<file path="src/rtl/regfile_wb_arbiter_if.sv">
// Bundle of the writeback, MDU-result, issue and register-file-write signals
// shared between the arbiter and its surrounding pipeline.
interface regfile_wb_arbiter_if;
  // Pipeline writeback request.
  logic        wb_valid;
  logic        wb_ready;
  logic [4:0]  wb_addr;
  logic [31:0] wb_data;

  // Multiply/divide result request.
  logic        mdu_valid;
  logic        mdu_ready;
  logic [4:0]  mdu_addr;
  logic [31:0] mdu_data;

  // Decode-stage issue check.
  logic        iss_valid;
  logic [4:0]  iss_rs1;
  logic [4:0]  iss_rs2;
  logic [4:0]  iss_rd;
  logic        iss_is_mdu;
  logic        iss_stall;

  // Registered register-file write port.
  logic        RegWrite;
  logic [4:0]  WriteAddr;
  logic [31:0] WriteData;

  // Pipeline side: drives requests, observes grants and the write port.
  modport master (
    output wb_valid, wb_addr, wb_data,
    output mdu_valid, mdu_addr, mdu_data,
    output iss_valid, iss_rs1, iss_rs2, iss_rd, iss_is_mdu,
    input  wb_ready, mdu_ready, iss_stall,
    input  RegWrite, WriteAddr, WriteData
  );

  // Arbiter side.
  modport slave (
    input  wb_valid, wb_addr, wb_data,
    input  mdu_valid, mdu_addr, mdu_data,
    input  iss_valid, iss_rs1, iss_rs2, iss_rd, iss_is_mdu,
    output wb_ready, mdu_ready, iss_stall,
    output RegWrite, WriteAddr, WriteData
  );
endinterface

</file>
<file path="src/rtl/regfile_wb_arbiter.sv">
// Register-file write-port arbiter between the pipeline writeback and the
// multi-cycle MDU, with anti-starvation for the MDU and a pending-destination
// scoreboard that stalls issue on RAW/WAW hazards against in-flight MDU ops.
module regfile_wb_arbiter #(
  parameter int unsigned STARVE_LIMIT    = 4,
  parameter int unsigned MAX_OUTSTANDING = 2
) (
  input logic                 clk,
  input logic                 rst,
  regfile_wb_arbiter_if.slave bus
);

  localparam int unsigned WaitBits = $clog2(STARVE_LIMIT + 1);
  localparam int unsigned WaitW    = (WaitBits > 3) ? WaitBits : 3;
  localparam int unsigned OutBits  = $clog2(MAX_OUTSTANDING + 1);
  localparam int unsigned OutW     = (OutBits > 1) ? OutBits : 1;

  localparam logic [WaitW-1:0] WaitMax = WaitW'(STARVE_LIMIT);
  localparam logic [OutW-1:0]  OutMax  = OutW'(MAX_OUTSTANDING);

  logic [WaitW-1:0] wait_q, wait_d;
  logic [OutW-1:0]  outs_q, outs_d;
  logic [31:0]      sb_q, sb_d;
  logic             we_q, we_d;
  logic [4:0]       waddr_q, waddr_d;
  logic [31:0]      wdata_q, wdata_d;

  logic forced;
  logic mdu_sel;
  logic wb_acc;
  logic mdu_acc;
  logic hazard;
  logic iss_acc;
  logic mdu_issue;
  logic outs_dec;

  // Arbitration and issue hazard check, from registered state only.
  always_comb begin
    forced  = (wait_q == WaitMax);
    // The MDU takes the port when starved, or when the pipeline has nothing to
    // write; otherwise the pipeline keeps the port so only one side is ready.
    mdu_sel = forced || (bus.mdu_valid && !bus.wb_valid);

    bus.mdu_ready = !rst && mdu_sel;
    bus.wb_ready  = !rst && !mdu_sel;

    wb_acc  = bus.wb_valid && bus.wb_ready;
    mdu_acc = bus.mdu_valid && bus.mdu_ready;

    hazard = sb_q[bus.iss_rs1] || sb_q[bus.iss_rs2] || sb_q[bus.iss_rd] ||
             (bus.iss_is_mdu && (outs_q == OutMax));

    bus.iss_stall = bus.iss_valid && (rst || hazard);
    iss_acc       = bus.iss_valid && !bus.iss_stall;
    mdu_issue     = iss_acc && bus.iss_is_mdu;
    // A result with nothing outstanding is still written but never underflows.
    outs_dec      = mdu_acc && (outs_q != '0);
  end

  // Next-state for the write port, scoreboard, outstanding and wait counters.
  always_comb begin
    we_d    = 1'b0;
    waddr_d = waddr_q;
    wdata_d = wdata_q;
    if (mdu_acc) begin
      we_d    = (bus.mdu_addr != 5'd0);
      waddr_d = bus.mdu_addr;
      wdata_d = bus.mdu_data;
    end else if (wb_acc) begin
      we_d    = (bus.wb_addr != 5'd0);
      waddr_d = bus.wb_addr;
      wdata_d = bus.wb_data;
    end

    // Clear first so a same-cycle set of the same bit wins.
    sb_d = sb_q;
    if (mdu_acc) begin
      sb_d[bus.mdu_addr] = 1'b0;
    end
    if (mdu_issue && (bus.iss_rd != 5'd0)) begin
      sb_d[bus.iss_rd] = 1'b1;
    end
    sb_d[0] = 1'b0;

    outs_d = outs_q;
    unique case ({mdu_issue, outs_dec})
      2'b10:   outs_d = outs_q + OutW'(1);
      2'b01:   outs_d = outs_q - OutW'(1);
      default: outs_d = outs_q;
    endcase

    if (bus.mdu_valid && !bus.mdu_ready) begin
      wait_d = (wait_q == WaitMax) ? wait_q : wait_q + WaitW'(1);
    end else begin
      wait_d = '0;
    end
  end

  // State registers with synchronous reset.
  always_ff @(posedge clk) begin
    if (rst) begin
      wait_q  <= '0;
      outs_q  <= '0;
      sb_q    <= '0;
      we_q    <= 1'b0;
      waddr_q <= '0;
      wdata_q <= '0;
    end else begin
      wait_q  <= wait_d;
      outs_q  <= outs_d;
      sb_q    <= sb_d;
      we_q    <= we_d;
      waddr_q <= waddr_d;
      wdata_q <= wdata_d;
    end
  end

  assign bus.RegWrite  = we_q;
  assign bus.WriteAddr = waddr_q;
  assign bus.WriteData = wdata_q;

endmodule

</file>
<file path="src/flat_wrapper.sv">
// flat-port wrapper written by rule: the top's interface ports become plain ports
module regfile_wb_arbiter_flat 
#(
  parameter int unsigned STARVE_LIMIT    = 4,
  parameter int unsigned MAX_OUTSTANDING = 2
)
  (clk, rst, bus_wb_valid, bus_wb_addr, bus_wb_data, bus_mdu_valid, bus_mdu_addr, bus_mdu_data, bus_iss_valid, bus_iss_rs1, bus_iss_rs2, bus_iss_rd, bus_iss_is_mdu, bus_wb_ready, bus_mdu_ready, bus_iss_stall, bus_RegWrite, bus_WriteAddr, bus_WriteData);
  regfile_wb_arbiter_if bus_i ();
  input logic clk;
  input logic rst;
  input wire logic [$bits(bus_i.wb_valid)-1:0] bus_wb_valid;
  input wire logic [$bits(bus_i.wb_addr)-1:0] bus_wb_addr;
  input wire logic [$bits(bus_i.wb_data)-1:0] bus_wb_data;
  input wire logic [$bits(bus_i.mdu_valid)-1:0] bus_mdu_valid;
  input wire logic [$bits(bus_i.mdu_addr)-1:0] bus_mdu_addr;
  input wire logic [$bits(bus_i.mdu_data)-1:0] bus_mdu_data;
  input wire logic [$bits(bus_i.iss_valid)-1:0] bus_iss_valid;
  input wire logic [$bits(bus_i.iss_rs1)-1:0] bus_iss_rs1;
  input wire logic [$bits(bus_i.iss_rs2)-1:0] bus_iss_rs2;
  input wire logic [$bits(bus_i.iss_rd)-1:0] bus_iss_rd;
  input wire logic [$bits(bus_i.iss_is_mdu)-1:0] bus_iss_is_mdu;
  output wire logic [$bits(bus_i.wb_ready)-1:0] bus_wb_ready;
  output wire logic [$bits(bus_i.mdu_ready)-1:0] bus_mdu_ready;
  output wire logic [$bits(bus_i.iss_stall)-1:0] bus_iss_stall;
  output wire logic [$bits(bus_i.RegWrite)-1:0] bus_RegWrite;
  output wire logic [$bits(bus_i.WriteAddr)-1:0] bus_WriteAddr;
  output wire logic [$bits(bus_i.WriteData)-1:0] bus_WriteData;
  assign bus_i.wb_valid = bus_wb_valid;
  assign bus_i.wb_addr = bus_wb_addr;
  assign bus_i.wb_data = bus_wb_data;
  assign bus_i.mdu_valid = bus_mdu_valid;
  assign bus_i.mdu_addr = bus_mdu_addr;
  assign bus_i.mdu_data = bus_mdu_data;
  assign bus_i.iss_valid = bus_iss_valid;
  assign bus_i.iss_rs1 = bus_iss_rs1;
  assign bus_i.iss_rs2 = bus_iss_rs2;
  assign bus_i.iss_rd = bus_iss_rd;
  assign bus_i.iss_is_mdu = bus_iss_is_mdu;
  assign bus_wb_ready = bus_i.wb_ready;
  assign bus_mdu_ready = bus_i.mdu_ready;
  assign bus_iss_stall = bus_i.iss_stall;
  assign bus_RegWrite = bus_i.RegWrite;
  assign bus_WriteAddr = bus_i.WriteAddr;
  assign bus_WriteData = bus_i.WriteData;
  regfile_wb_arbiter #(.STARVE_LIMIT(STARVE_LIMIT), .MAX_OUTSTANDING(MAX_OUTSTANDING)) u_core (.clk(clk), .rst(rst), .bus(bus_i));
endmodule
</file>
<file path="config.mk">
export PLATFORM = sky130hd
export DESIGN_NAME = regfile_wb_arbiter_flat
export DESIGN_NICKNAME = d
export VERILOG_FILES = /design/src/rtl/regfile_wb_arbiter_if.sv /design/src/rtl/regfile_wb_arbiter.sv /design/src/flat_wrapper.sv
export SDC_FILE = /design/constraint.sdc
export NUM_CORES = 1
export LEC_CHECK = 0
export CAP_MARGIN = 25
export CORE_ASPECT_RATIO = 0.5
export CORE_MARGIN = 2
export CORE_UTILIZATION = 50
export CTS_CLUSTER_DIAMETER = 60
export DETAILED_ROUTE_END_ITERATION = 12
export GPL_ROUTABILITY_DRIVEN = 0
export PLACE_DENSITY = 0.85
export SLEW_MARGIN = 0
export SYNTH_ARGS = -nofsm -noshare
export SYNTH_HDL_FRONTEND = slang
export SYNTH_SLANG_ARGS = --single-unit
</file>
<file path="constraint.sdc">
create_clock -name clk -period 4.65 [get_ports clk]
set_input_delay 0.465 -clock clk [delete_from_list [all_inputs] [get_ports clk]]
set_output_delay 0.465 -clock clk [all_outputs]
set_load 0.03 [all_outputs]
</file>
==> Flow_metrics.wiki <==
{| class="wikitable"
! Metric !! Value
|-
| Routed wire length || 13700 um
|-
| Remaining antenna violation count || 0
|-
| Number of warnings reported in the yosys synthesis log || 0
|-
| Vias in the first global route || 4302
|-
| Root buffer cell || clkbuf_16
|-
| Highest ir drop seen on vdd || 196 uV
|-
| Setup Total Neg Slack || 0 ns
|-
| Static leakage power || 2.17 nW
|-
| Maximum clock rate || 257 MHz
|-
| Core Rows || 24
|-
| Grt ovf || 0
|-
| Insertion delay to the later sink of the worst-skew pair || 0.33 ns
|-
| EDFF count, synth || 0
|-
| Initial detailed-routing violation count || 384
|-
| Initial standard-cell utilization of the core || 51.0%
|-
| Proportion of synthesized flip-flops having asynchronous set or reset || 0%
|-
| Half-perimeter wire length of the detailed placement result || 9630 um
|-
| Number of filler cells placed in the layout || 677
|-
| Post-CTS Setup Bufs || 0
|-
| Ys flop type || dfxtp_1
|-
| Total Routing Usage GR || approximately 30%
|-
| Total number of vias || 4381
|-
| Final count of negative-setup-slack endpoints || 0
|-
| Wire length of the first global-routing pass || ~22000 um
|-
| Die Area || 9630 um^2
|-
| Total of flip-flops plus latches after synthesis || 74
|-
| Dominant combinational cell family by area after synthesis || compound AO/OA/AOI/OAI gates
|-
| Max Cap Violations || 0
|-
| Die Wd || 137 um
|-
| Fraction of the mapped netlist area in compound gates || 22.5%
|-
| Number of antenna violations at the first check in global routing || 1
|-
| Final Max Slew Viols || 0
|-
| Ratio of cells with drive above 1 in the final layout || 9.29%
|-
| Run status || complete, no violations
|-
| Time the final worst path needs with I/O delays and setup || 3.89 ns
|-
| Cell area after synthesis || around 4400 um^2
|-
| Top fanout value on the critical path || 15
|-
| Launching element type of the critical path || primary input
|-
| Number of nets produced by synthesis || 568
|-
| Skew final || 0.00717 ns
|-
| Endpoint arrival time on the critical path || approximately 3.4 ns
|-
| Proportion of synthesized area in mux cells || 20.2%
|-
| Place WS || around 0.74 ns
|-
| Commonest non-fill, non-tap cells in the layout || clkdlybuf4s50_1, dfxtp_1, nor2_1
|-
| Pin count of the biggest net entering global routing || 52
|-
| Transition at the pin with the smallest max-transition slack || 0.940 ns
|-
| Drt via density || 6.27
|-
| Unrepaired setup endpoints after global routing || false
|-
| Setup WS post-layout || 0.756 ns
|-
| Power Density || 286 nW/um^2
|-
| Required time at the endpoint of the critical path || 4.18 ns
|-
| Period utilisation layout || 83.7%
|-
| Syn_area_per_cell || 9.38 um^2
|-
| Inserted Clock Buffers || 9
|-
| H-tree levels || 3
|-
| Area share of xor/xnor cells in the synthesized design || 0.397%
|-
| Most common cell after layout, fill and taps aside || clkdlybuf4s50_1
|-
| Clock slew at the register clock pins of the worst setup and hold paths || 0.06 ns
|-
| TritonCTS clock tree || done
|-
| Total core area || 8650 um^2
|-
| Number of distinct library cells after synthesis || 58
|-
| Slew headroom || 37.3%
|-
| Number of buffers inserted by hold repair at cts || 0
|-
| Cell count after synthesis || 470
|-
| Hold crit path type || reg2reg
|-
| Number of buffers on the longest clock path || 2
|-
| Die Y-Extent || 70.4 um
|-
| Final count of hold timing violations || 0
|-
| Layout net count || 675
|-
| First-pass iteration count of the detailed router || 4
|-
| Clock Sinks || 74
|-
| Routed length per instance || about 20 um
|-
| Post-detailed-route DRC marker count || 0
|-
| Area growth from synthesis to final layout || 36.6%
|-
| Fraction of the mapped netlist area in adder cells || 0.852%
|-
| Crit. End Element || output port
|-
| Number of instances resized during post-cts repair || 0
|-
| Portion of the post-synthesis area used by sequential elements || 33.6%
|-
| Critical Setup Path Class || in2out
|-
| Number of top-level pins || 136
|-
| Synth Area in Simple Gates || between 15 and 20%
|-
| Port Buffer Count || 135
|}
[power breakdown]
group / switching, mW / internal [mW]
registers: 0.0154 / 0.662
clock network: 0.267 / 0.425
logic: 0.187 / 0.169
total: 0.469 / 1.26
[cell type report]
type	count	area (um^2)	share of cell area, %
multi-input cells	343	2680	44.5
flip-flops and latches	74	1480	24.6
repair buffers	141	1390	23.0
clock buffers	10	239	3.97
well taps	117	146	2.43
clock inverters	5	55.1	0.914
inverters	8	30.0	0.499
diodes	1	2.50	0.0416
[synth_stat cells, types with 3 or more instances]
library cell,count,area [um^2]
a211oi_1,37,278
a21oi_1,4,20.0
a22oi_1,3,22.5
and2_1,3,18.8
and3_1,3,18.8
buf_1,7,26.3
buf_2,9,45.0
buf_6,4,45.0
clkbuf_1,23,86.3
dfxtp_1,74,1480
ha_1,3,37.5
inv_1,8,30.0
mux2_2,6,67.6
mux2i_1,45,450
mux4_2,16,360
nand2_1,15,56.3
nand2b_1,8,50.1
nand3_1,16,80.1
nand3b_1,3,22.5
nand4_1,3,18.8
nand4b_1,3,26.3
nor2_1,55,206
nor2b_1,8,50.1
nor3_1,6,30.0
o211ai_1,24,180
o21ai_0,4,20.0
o311ai_0,7,61.3
o31ai_1,14,105
o31ai_2,4,50.1
o41ai_1,11,96.3
or3_1,9,56.3
[worst paths after layout]
kind,start,endpoint,slack [ns],cells after the start
worst min register to register,u_core.wait_q[0]$_SDFFE_PP0P_,u_core.wait_q[0]$_SDFFE_PP0P_,0.47,1
worst min-delay path,u_core.wait_q[0]$_SDFFE_PP0P_,u_core.wait_q[0]$_SDFFE_PP0P_,0.47,1
worst max register to register,u_core.sb_q[27]$_SDFF_PP0_,u_core.outs_q[1]$_SDFFE_PP0P_,1.71,8
worst max-delay path,bus_iss_rd[1],bus_iss_stall,0.76,7
[flip-flops by register name (all words and copies together) (netlist names)]
name	count
u_core.bus.WriteData	32
u_core.outs_q	2
u_core.bus.WriteAddr	5
u_core.sb_q	31
u_core.bus.RegWrite	1
u_core.wait_q	3
[per-stage QoR]
stage / util (%) / std cells / hold slack [ns] / power, mW / instance area [um^2]
after floorplan: - / 470 / 0.432 / 0.880 / 4410
after global placement: 66.2 / 683 / 0.451 / 1.04 / 5730
after detailed placement: 66.2 / 683 / 0.458 / 1.04 / 5730
after CTS: 69.6 / 698 / 0.471 / 1.73 / 6020
after global routing: 69.6 / 699 / 0.479 / 1.78 / 6020
final: 69.6 / 699 / 0.473 / 1.72 / 6020
[kinds of logic (layout without fill, tap and decap cells)]
kind of cell | Yosys count | in the layout
compound gates | 125 | 125
xor+xnor | 2 | 2
fa+ha+maj | 3 | 3
buf+inv | 53 | 164
flops | 74 | 74
mux | 68 | 68
other cells | 0 | 1
simple gates | 145 | 145
[worst max-delay path, stage by stage]
cell	delay [ns]
clkdlybuf4s50_1	0.86
mux4_2	0.57
a22oi_1	0.19
o32ai_1	0.11
nand4bb_1	0.27
o31a_1	0.36
clkdlybuf4s50_1	0.60
[per-layer routing]
layer | wire [um] | track usage, % | share of wire (%)
met1 | 5650 | 36.9 | 41
met4 | 545 | 14.8 | 4.0
met3 | 1330 | 9.73 | 9.7
met5 | 0 | 0 | 0
met2 | 6180 | 44.6 | 45
No activity file was read; power rests on OpenSTA's default activity.
